**src/rtl/tetris_pkg.sv**
```systemverilog
// rtl/tetris_pkg.sv - shared opcodes, state encoding and key indices for the tetris command scheduler
package tetris_pkg;

  localparam logic [2:0] OP_NOP    = 3'd0;
  localparam logic [2:0] OP_DOWN   = 3'd1;
  localparam logic [2:0] OP_LEFT   = 3'd2;
  localparam logic [2:0] OP_RIGHT  = 3'd3;
  localparam logic [2:0] OP_ROTATE = 3'd4;
  localparam logic [2:0] OP_SPAWN  = 3'd5;

  typedef enum logic [1:0] {
    S_PICK  = 2'd0,
    S_OFFER = 2'd1,
    S_WAIT  = 2'd2,
    S_HALT  = 2'd3
  } state_e;

  localparam int KEY_LEFT   = 0;
  localparam int KEY_RIGHT  = 1;
  localparam int KEY_ROTATE = 2;
  localparam int KEY_DROP   = 3;

  // A drop request is just a player-initiated DOWN.
  function automatic logic [2:0] key_opcode(input logic [1:0] idx);
    case (idx)
      2'(KEY_LEFT):   return OP_LEFT;
      2'(KEY_RIGHT):  return OP_RIGHT;
      2'(KEY_ROTATE): return OP_ROTATE;
      default:        return OP_DOWN;
    endcase
  endfunction

endpackage

```
**src/rtl/tetris_cmd_sched_if.sv**
```systemverilog
// rtl/tetris_cmd_sched_if.sv - instruction issue handshake and retire feedback between scheduler and pipeline
interface tetris_cmd_sched_if #(
  parameter int WIDTH = 8
);
  logic [2*WIDTH-1:0] instr_out;
  logic               instr_valid;
  logic               instr_ready;
  logic               done;
  logic               touch;

  modport master (
    output instr_out,
    output instr_valid,
    input  instr_ready,
    input  done,
    input  touch
  );

  modport slave (
    input  instr_out,
    input  instr_valid,
    output instr_ready,
    output done,
    output touch
  );
endinterface

```
**src/rtl/tetris_rr_arb.sv**
```systemverilog
// rtl/tetris_rr_arb.sv - combinational 4-way round-robin arbiter; pointer is owned by the caller
module tetris_rr_arb (
  input  logic [3:0] req,
  input  logic [1:0] ptr,
  output logic [3:0] grant,
  output logic [1:0] grant_idx,
  output logic       grant_vld
);

  // Scan from the farthest offset down so the request nearest the pointer wins.
  always_comb begin
    grant_idx = ptr;
    grant_vld = 1'b0;
    for (int k = 3; k >= 0; k--) begin
      if (req[ptr + 2'(k)]) begin
        grant_idx = ptr + 2'(k);
        grant_vld = 1'b1;
      end
    end
    grant = grant_vld ? (4'b0001 << grant_idx) : 4'b0000;
  end

endmodule

```
**src/rtl/tetris_cmd_sched.sv**
```systemverilog
// rtl/tetris_cmd_sched.sv - issues one spawn/gravity/key instruction at a time and reacts to the retire result
module tetris_cmd_sched
  import tetris_pkg::*;
#(
  parameter int WIDTH       = 8,
  parameter int TICK_PERIOD = 16
) (
  input  logic               clk,
  input  logic               rst,
  input  logic [3:0]         key_req,
  output logic [3:0]         key_ack,
  input  logic [WIDTH-1:0]   spawn_shape,
  output logic               halted,
  tetris_cmd_sched_if.master bus
);

  localparam int CW = $clog2(TICK_PERIOD);
  localparam logic [CW-1:0] CNT_LAST = CW'(TICK_PERIOD - 1);

  state_e             state_q, state_d;
  logic [CW-1:0]      cnt_q, cnt_d;
  logic               grav_q, grav_d;
  logic               spawn_q, spawn_d;
  logic [1:0]         ptr_q, ptr_d;
  logic [2*WIDTH-1:0] instr_q, instr_d;
  logic               valid_q, valid_d;
  logic [3:0]         ack_q, ack_d;
  logic               halted_q, halted_d;
  logic               from_key_q, from_key_d;
  logic [1:0]         kidx_q, kidx_d;
  logic [3:0]         kgrant_q, kgrant_d;
  logic [2:0]         issued_q, issued_d;

  logic [3:0] arb_grant;
  logic [1:0] arb_idx;
  logic       arb_vld;
  logic       accept;
  logic       wrap;

  tetris_rr_arb u_arb (
    .req       (key_req),
    .ptr       (ptr_q),
    .grant     (arb_grant),
    .grant_idx (arb_idx),
    .grant_vld (arb_vld)
  );

  assign accept = valid_q && bus.instr_ready;
  assign wrap   = (state_q != S_HALT) && (cnt_q == CNT_LAST);

  always_comb begin
    state_d    = state_q;
    cnt_d      = cnt_q;
    grav_d     = grav_q;
    spawn_d    = spawn_q;
    ptr_d      = ptr_q;
    instr_d    = instr_q;
    valid_d    = valid_q;
    ack_d      = 4'b0000;
    halted_d   = halted_q;
    from_key_d = from_key_q;
    kidx_d     = kidx_q;
    kgrant_d   = kgrant_q;
    issued_d   = issued_q;

    if (state_q != S_HALT) begin
      cnt_d = wrap ? '0 : cnt_q + CW'(1);
    end

    // Clear-on-DOWN comes first so a coincident wrap re-arms gravity.
    if (accept && (instr_q[2*WIDTH-1:WIDTH] == WIDTH'(OP_DOWN))) begin
      grav_d = 1'b0;
    end
    if (wrap) begin
      grav_d = 1'b1;
    end

    case (state_q)
      S_PICK: begin
        if (spawn_q) begin
          instr_d    = {WIDTH'(OP_SPAWN), spawn_shape};
          from_key_d = 1'b0;
          valid_d    = 1'b1;
          state_d    = S_OFFER;
        end else if (grav_q) begin
          instr_d    = {WIDTH'(OP_DOWN), {WIDTH{1'b0}}};
          from_key_d = 1'b0;
          valid_d    = 1'b1;
          state_d    = S_OFFER;
        end else if (arb_vld) begin
          instr_d    = {WIDTH'(key_opcode(arb_idx)), {WIDTH{1'b0}}};
          from_key_d = 1'b1;
          kidx_d     = arb_idx;
          kgrant_d   = arb_grant;
          valid_d    = 1'b1;
          state_d    = S_OFFER;
        end
      end
      S_OFFER: begin
        if (accept) begin
          valid_d  = 1'b0;
          issued_d = instr_q[WIDTH+2:WIDTH];
          state_d  = S_WAIT;
          if (from_key_q) begin
            ack_d = kgrant_q;
            ptr_d = kidx_q + 2'd1;
          end
        end
      end
      S_WAIT: begin
        if (bus.done) begin
          state_d = S_PICK;
          if (issued_q == OP_SPAWN) begin
            if (bus.touch) begin
              state_d  = S_HALT;
              halted_d = 1'b1;
            end else begin
              spawn_d = 1'b0;
            end
          end else if ((issued_q == OP_DOWN) && bus.touch) begin
            spawn_d = 1'b1;
          end
        end
      end
      default: begin
        state_d = S_HALT;
      end
    endcase
  end

  always_ff @(posedge clk) begin
    if (rst) begin
      state_q    <= S_PICK;
      cnt_q      <= '0;
      grav_q     <= 1'b0;
      spawn_q    <= 1'b1;
      ptr_q      <= 2'd0;
      instr_q    <= '0;
      valid_q    <= 1'b0;
      ack_q      <= 4'b0000;
      halted_q   <= 1'b0;
      from_key_q <= 1'b0;
      kidx_q     <= 2'd0;
      kgrant_q   <= 4'b0000;
      issued_q   <= OP_NOP;
    end else begin
      state_q    <= state_d;
      cnt_q      <= cnt_d;
      grav_q     <= grav_d;
      spawn_q    <= spawn_d;
      ptr_q      <= ptr_d;
      instr_q    <= instr_d;
      valid_q    <= valid_d;
      ack_q      <= ack_d;
      halted_q   <= halted_d;
      from_key_q <= from_key_d;
      kidx_q     <= kidx_d;
      kgrant_q   <= kgrant_d;
      issued_q   <= issued_d;
    end
  end

  assign bus.instr_out   = instr_q;
  assign bus.instr_valid = valid_q;
  assign key_ack         = ack_q;
  assign halted          = halted_q;

endmodule
```
**src/flat_wrapper.sv**
```systemverilog
// flat-port wrapper written by rule: the top's interface ports become plain ports
module tetris_cmd_sched_flat import tetris_pkg::*;
#(
  parameter int WIDTH       = 8,
  parameter int TICK_PERIOD = 16
)
  (clk, rst, key_req, key_ack, spawn_shape, halted, bus_instr_out, bus_instr_valid, bus_instr_ready, bus_done, bus_touch);
  tetris_cmd_sched_if #(.WIDTH(WIDTH)) bus_i ();
  input  logic clk;
  input  logic rst;
  input  logic [3:0] key_req;
  output logic [3:0] key_ack;
  input  logic [WIDTH-1:0] spawn_shape;
  output logic halted;
  output wire logic [$bits(bus_i.instr_out)-1:0] bus_instr_out;
  output wire logic [$bits(bus_i.instr_valid)-1:0] bus_instr_valid;
  input wire logic [$bits(bus_i.instr_ready)-1:0] bus_instr_ready;
  input wire logic [$bits(bus_i.done)-1:0] bus_done;
  input wire logic [$bits(bus_i.touch)-1:0] bus_touch;
  assign bus_instr_out = bus_i.instr_out;
  assign bus_instr_valid = bus_i.instr_valid;
  assign bus_i.instr_ready = bus_instr_ready;
  assign bus_i.done = bus_done;
  assign bus_i.touch = bus_touch;
  tetris_cmd_sched #(.WIDTH(WIDTH), .TICK_PERIOD(TICK_PERIOD)) u_core (.clk(clk), .rst(rst), .key_req(key_req), .key_ack(key_ack), .spawn_shape(spawn_shape), .halted(halted), .bus(bus_i));
endmodule
```
**config.mk**
```make
export PLATFORM = sky130hd
export DESIGN_NAME = tetris_cmd_sched_flat
export DESIGN_NICKNAME = d
export VERILOG_FILES = /design/src/rtl/tetris_pkg.sv /design/src/rtl/tetris_cmd_sched_if.sv /design/src/rtl/tetris_rr_arb.sv /design/src/rtl/tetris_cmd_sched.sv /design/src/flat_wrapper.sv
export SDC_FILE = /design/constraint.sdc
export NUM_CORES = 1
export LEC_CHECK = 0
export ABC_CLOCK_PERIOD_IN_PS = 2080
export BUFFER_PORTS_ARGS = -buffer_cell sky130_fd_sc_hd__buf_2
export CORE_UTILIZATION = 55
export CTS_BUF_LIST = sky130_fd_sc_hd__clkbuf_4 sky130_fd_sc_hd__clkbuf_8
export CTS_CLUSTER_DIAMETER = 100
export CTS_CLUSTER_SIZE = 40
export DETAILED_ROUTE_END_ITERATION = 7
export PLACE_DENSITY = 0.81
export SLEW_MARGIN = 40
export SYNTH_ARGS = -nofsm -noshare
export SYNTH_HDL_FRONTEND = slang
export SYNTH_SLANG_ARGS = --single-unit
```
**constraint.sdc**
```tcl
create_clock -name clk -period 2.08 [get_ports clk]
set_input_delay 0.416 -clock clk [delete_from_list [all_inputs] [get_ports clk]]
set_output_delay 0.416 -clock clk [all_outputs]
set_load 0.03 [all_outputs]
```
==> run_results.csv <==
group,metric,value,unit
placement,place_inst,235,
layout,fin_nets,229,
sta,setup_tns,0,ps
route,routed_via_density,5.67,
layout,layout_common_cells,"37 x dfxtp_1, 33 x buf_2, 16 x nor2_1",
placement,post-place-ws,247,ps
outcome,status,"finished, violations left",
route,drt-pass1-iter-count,6,
cts,cts_resized,0,
grt,grt_pass1_wl,5780,µm
sta,slew_headroom,0.604,
sta,finClkSkew,14.4,ps
sta,min_period_over_period,0.789,
sta,fmax,0.610,GHz
route,vias,1373,
sta,finalSetupViolCount,0,
yosys,ys.flop_type,"dfxtp_1",
route,wl_per_cell,14.0,µm
placement,dp_hpwl,2510,µm
yosys,avgSynthCellArea,9.28,µm²
yosys,synth-async-reset-ratio,0,
sta,slew_viol_final,0,
grt,grt_pass1_vias,1346,
pwr,vdd_drop_max,0.000514,V
layout,final_common_cell,"dfxtp_1",
outcome,violations,"design-rule violations",
flow_run,drv_cap,0,
route,post-route-drc-count,7,
yosys,synth-seq-cells,37,
yosys,yosysWarningCount,0,
floorplan,die_w,56.9,µm
grt,overflow,0,
cts,clockRootBuffer,"clkbuf_4",
cts,holdBufCountCts,0,
cts,cts_tree,"yes",
cts,cts_max_path_buffers,2,
grt,grt_antenna_before_repair,0,
pwr,p_per_area,766,nW/µm²
floorplan,start_util,0.592,
layout,antenna_cells,0,
sta,tightest_slew,594,ps
floorplan,core_area,2810,µm²
floorplan,row_count,19,
critical_path,crit_path_start_kind,"register",
placement,gp_congestion,0.854,
grt,grt.total_usage,0.232,
yosys,synth_area,1660,µm²
placement,port-buffer-count,33,
sta,period_needed,1640,ps
layout,synthToLayoutAreaGrowth,12.4,%
critical_path,crit_path_end_kind,"register",
yosys,synth_cells,179,
cts,cts_made_buffers,5,
cts,cts.sink_count,37,
sta,final-hold-violation-count,0,
critical_path,crit_fanout,13,
route,ant_nets,0,
critical_path,required,2350,ps
yosys,synth_edf_count,0,
pwr,p_leak,0.774,nW
layout,fillCellCount,255,
sta,rsz0062_at_grt,"false",
yosys,synth_cell_types,46,
floorplan,die_area,3240,µm²
cts,htree_levels,2,
floorplan,die_h,56.9,µm
critical_path,cp_data_arrival_time,1910,ps
layout,final_util,0.665,
cts,worstSkewPairLatency,340,ps
layout,drive_above_1_share,0.313,
cts,clk_pin_slew,110,ps
floorplan,io_pins,39,
grt,grt_max_degree,24,
sta,finalWorstSetupSlack,440,ps
layout,multi_input_area,823,µm²
layout,seqCellArea,741,µm²
route,drt_iter0_drc,72,
route,routed_wl,3400,µm
yosys,ys_seq_area_frac,0.446,
worst_hold_path,hp-class,"input pin to register",
critical_path,worstSetupPathType,"register to register",
layout,stdcell_count,242,
cts,postCtsSetupRepairBufs,0,
[final timing paths]
path | cells after the start | end | slack, ps | start
max reg2reg | 5 | u_core.kgrant_q[1]$_SDFFE_PP0P_ | 440 | u_core.state_q[1]$_SDFFE_PP0P_
max | 5 | u_core.kgrant_q[1]$_SDFFE_PP0P_ | 440 | u_core.state_q[1]$_SDFFE_PP0P_
min | 3 | u_core.bus.instr_out[2]$_SDFFE_PP0P_ | 310 | spawn_shape[2]
min reg2reg | 2 | u_core.kgrant_q[3]$_SDFFE_PP0P_ | 460 | u_core.kgrant_q[3]$_SDFFE_PP0P_
[flip-flops by register name, summed over array words and instances (netlist names)]
register,flops
u_core.bus.instr_out,11
u_core.cnt_q,4
u_core.key_ack,4
u_core.kgrant_q,4
u_core.issued_q,3
u_core.kidx_q,2
u_core.ptr_q,2
u_core.state_q,2
u_core.bus.instr_valid,1
u_core.from_key_q,1
u_core.grav_q,1
u_core.halted,1
u_core.spawn_q,1
[Yosys cell counts, types with 3 or more instances]
cell type | instances | area, µm²
a22oi_1 | 4 | 30.0
a21oi_1 | 15 | 75.1
nand2_1 | 14 | 52.6
clkbuf_1 | 5 | 18.8
a22oi_2 | 6 | 75.1
o21ai_0 | 10 | 50.1
and3_1 | 3 | 18.8
nor2_2 | 8 | 50.1
buf_4 | 5 | 37.5
dfxtp_1 | 37 | 741
nand3_1 | 7 | 35.0
and2_1 | 4 | 25.0
inv_1 | 5 | 18.8
nand2b_1 | 3 | 18.8
nor2_1 | 16 | 60.1
[worst max-delay path, stage by stage (launching register included)]
cell and delay (ps):
dfxtp_1 510, nor2_8 220, nand3_1 210, nor3b_2 420, a22oi_1 110, nor2_1 100
[stage by stage]
stage                     total power, W  hold WS, ps  area [µm²]
after floorplan                 0.000932          427        1680
after global placement          0.000965          435        1790
after detailed placement        0.000976          448        1790
after CTS                        0.00145          291        1870
after global routing             0.00149          300        1870
final                            0.00143          308        1870
[metal layers]
layer / GRT usage / part of all wire
met4: 0.132 / 0.026
met3: 0.0544 / 0.055
met1: 0.276 / 0.42
met2: 0.385 / 0.50
met5: 0 / 0
[layout make-up]
type                            instances  area share
Clock buffer                            5      0.0201
Clock inverter                          2      0.0188
Inverter                                5      0.0101
Multi-Input combinational cell        128       0.441
Sequential cell                        37       0.397
Tap cell                               31      0.0208
Timing Repair Buffer                   34      0.0925
[power breakdown]
part	internal, W	switching, W
sequential	0.000735	0.0000287
combinational	0.0000673	0.000131
clock	0.000245	0.000225
[cells by family (layout without fill, tap and decap cells)]
family | after synthesis | count (layout) | share of synthesized area
and+or+nand+nor | 70 | 70 | 0.240
AOI/OAI and AO/OA | 49 | 49 | 0.220
DFF | 37 | 37 | 0.446
buffers and inverters | 18 | 46 | 0.0671
xor gates and xnor gates | 2 | 2 | 0.0106
adders and majority gates | 1 | 1 | 0.00753
other | 1 | 5 | 0.00226
muxes | 1 | 1 | 0.00603
Note: power is estimated with default switching activity, not from simulation.
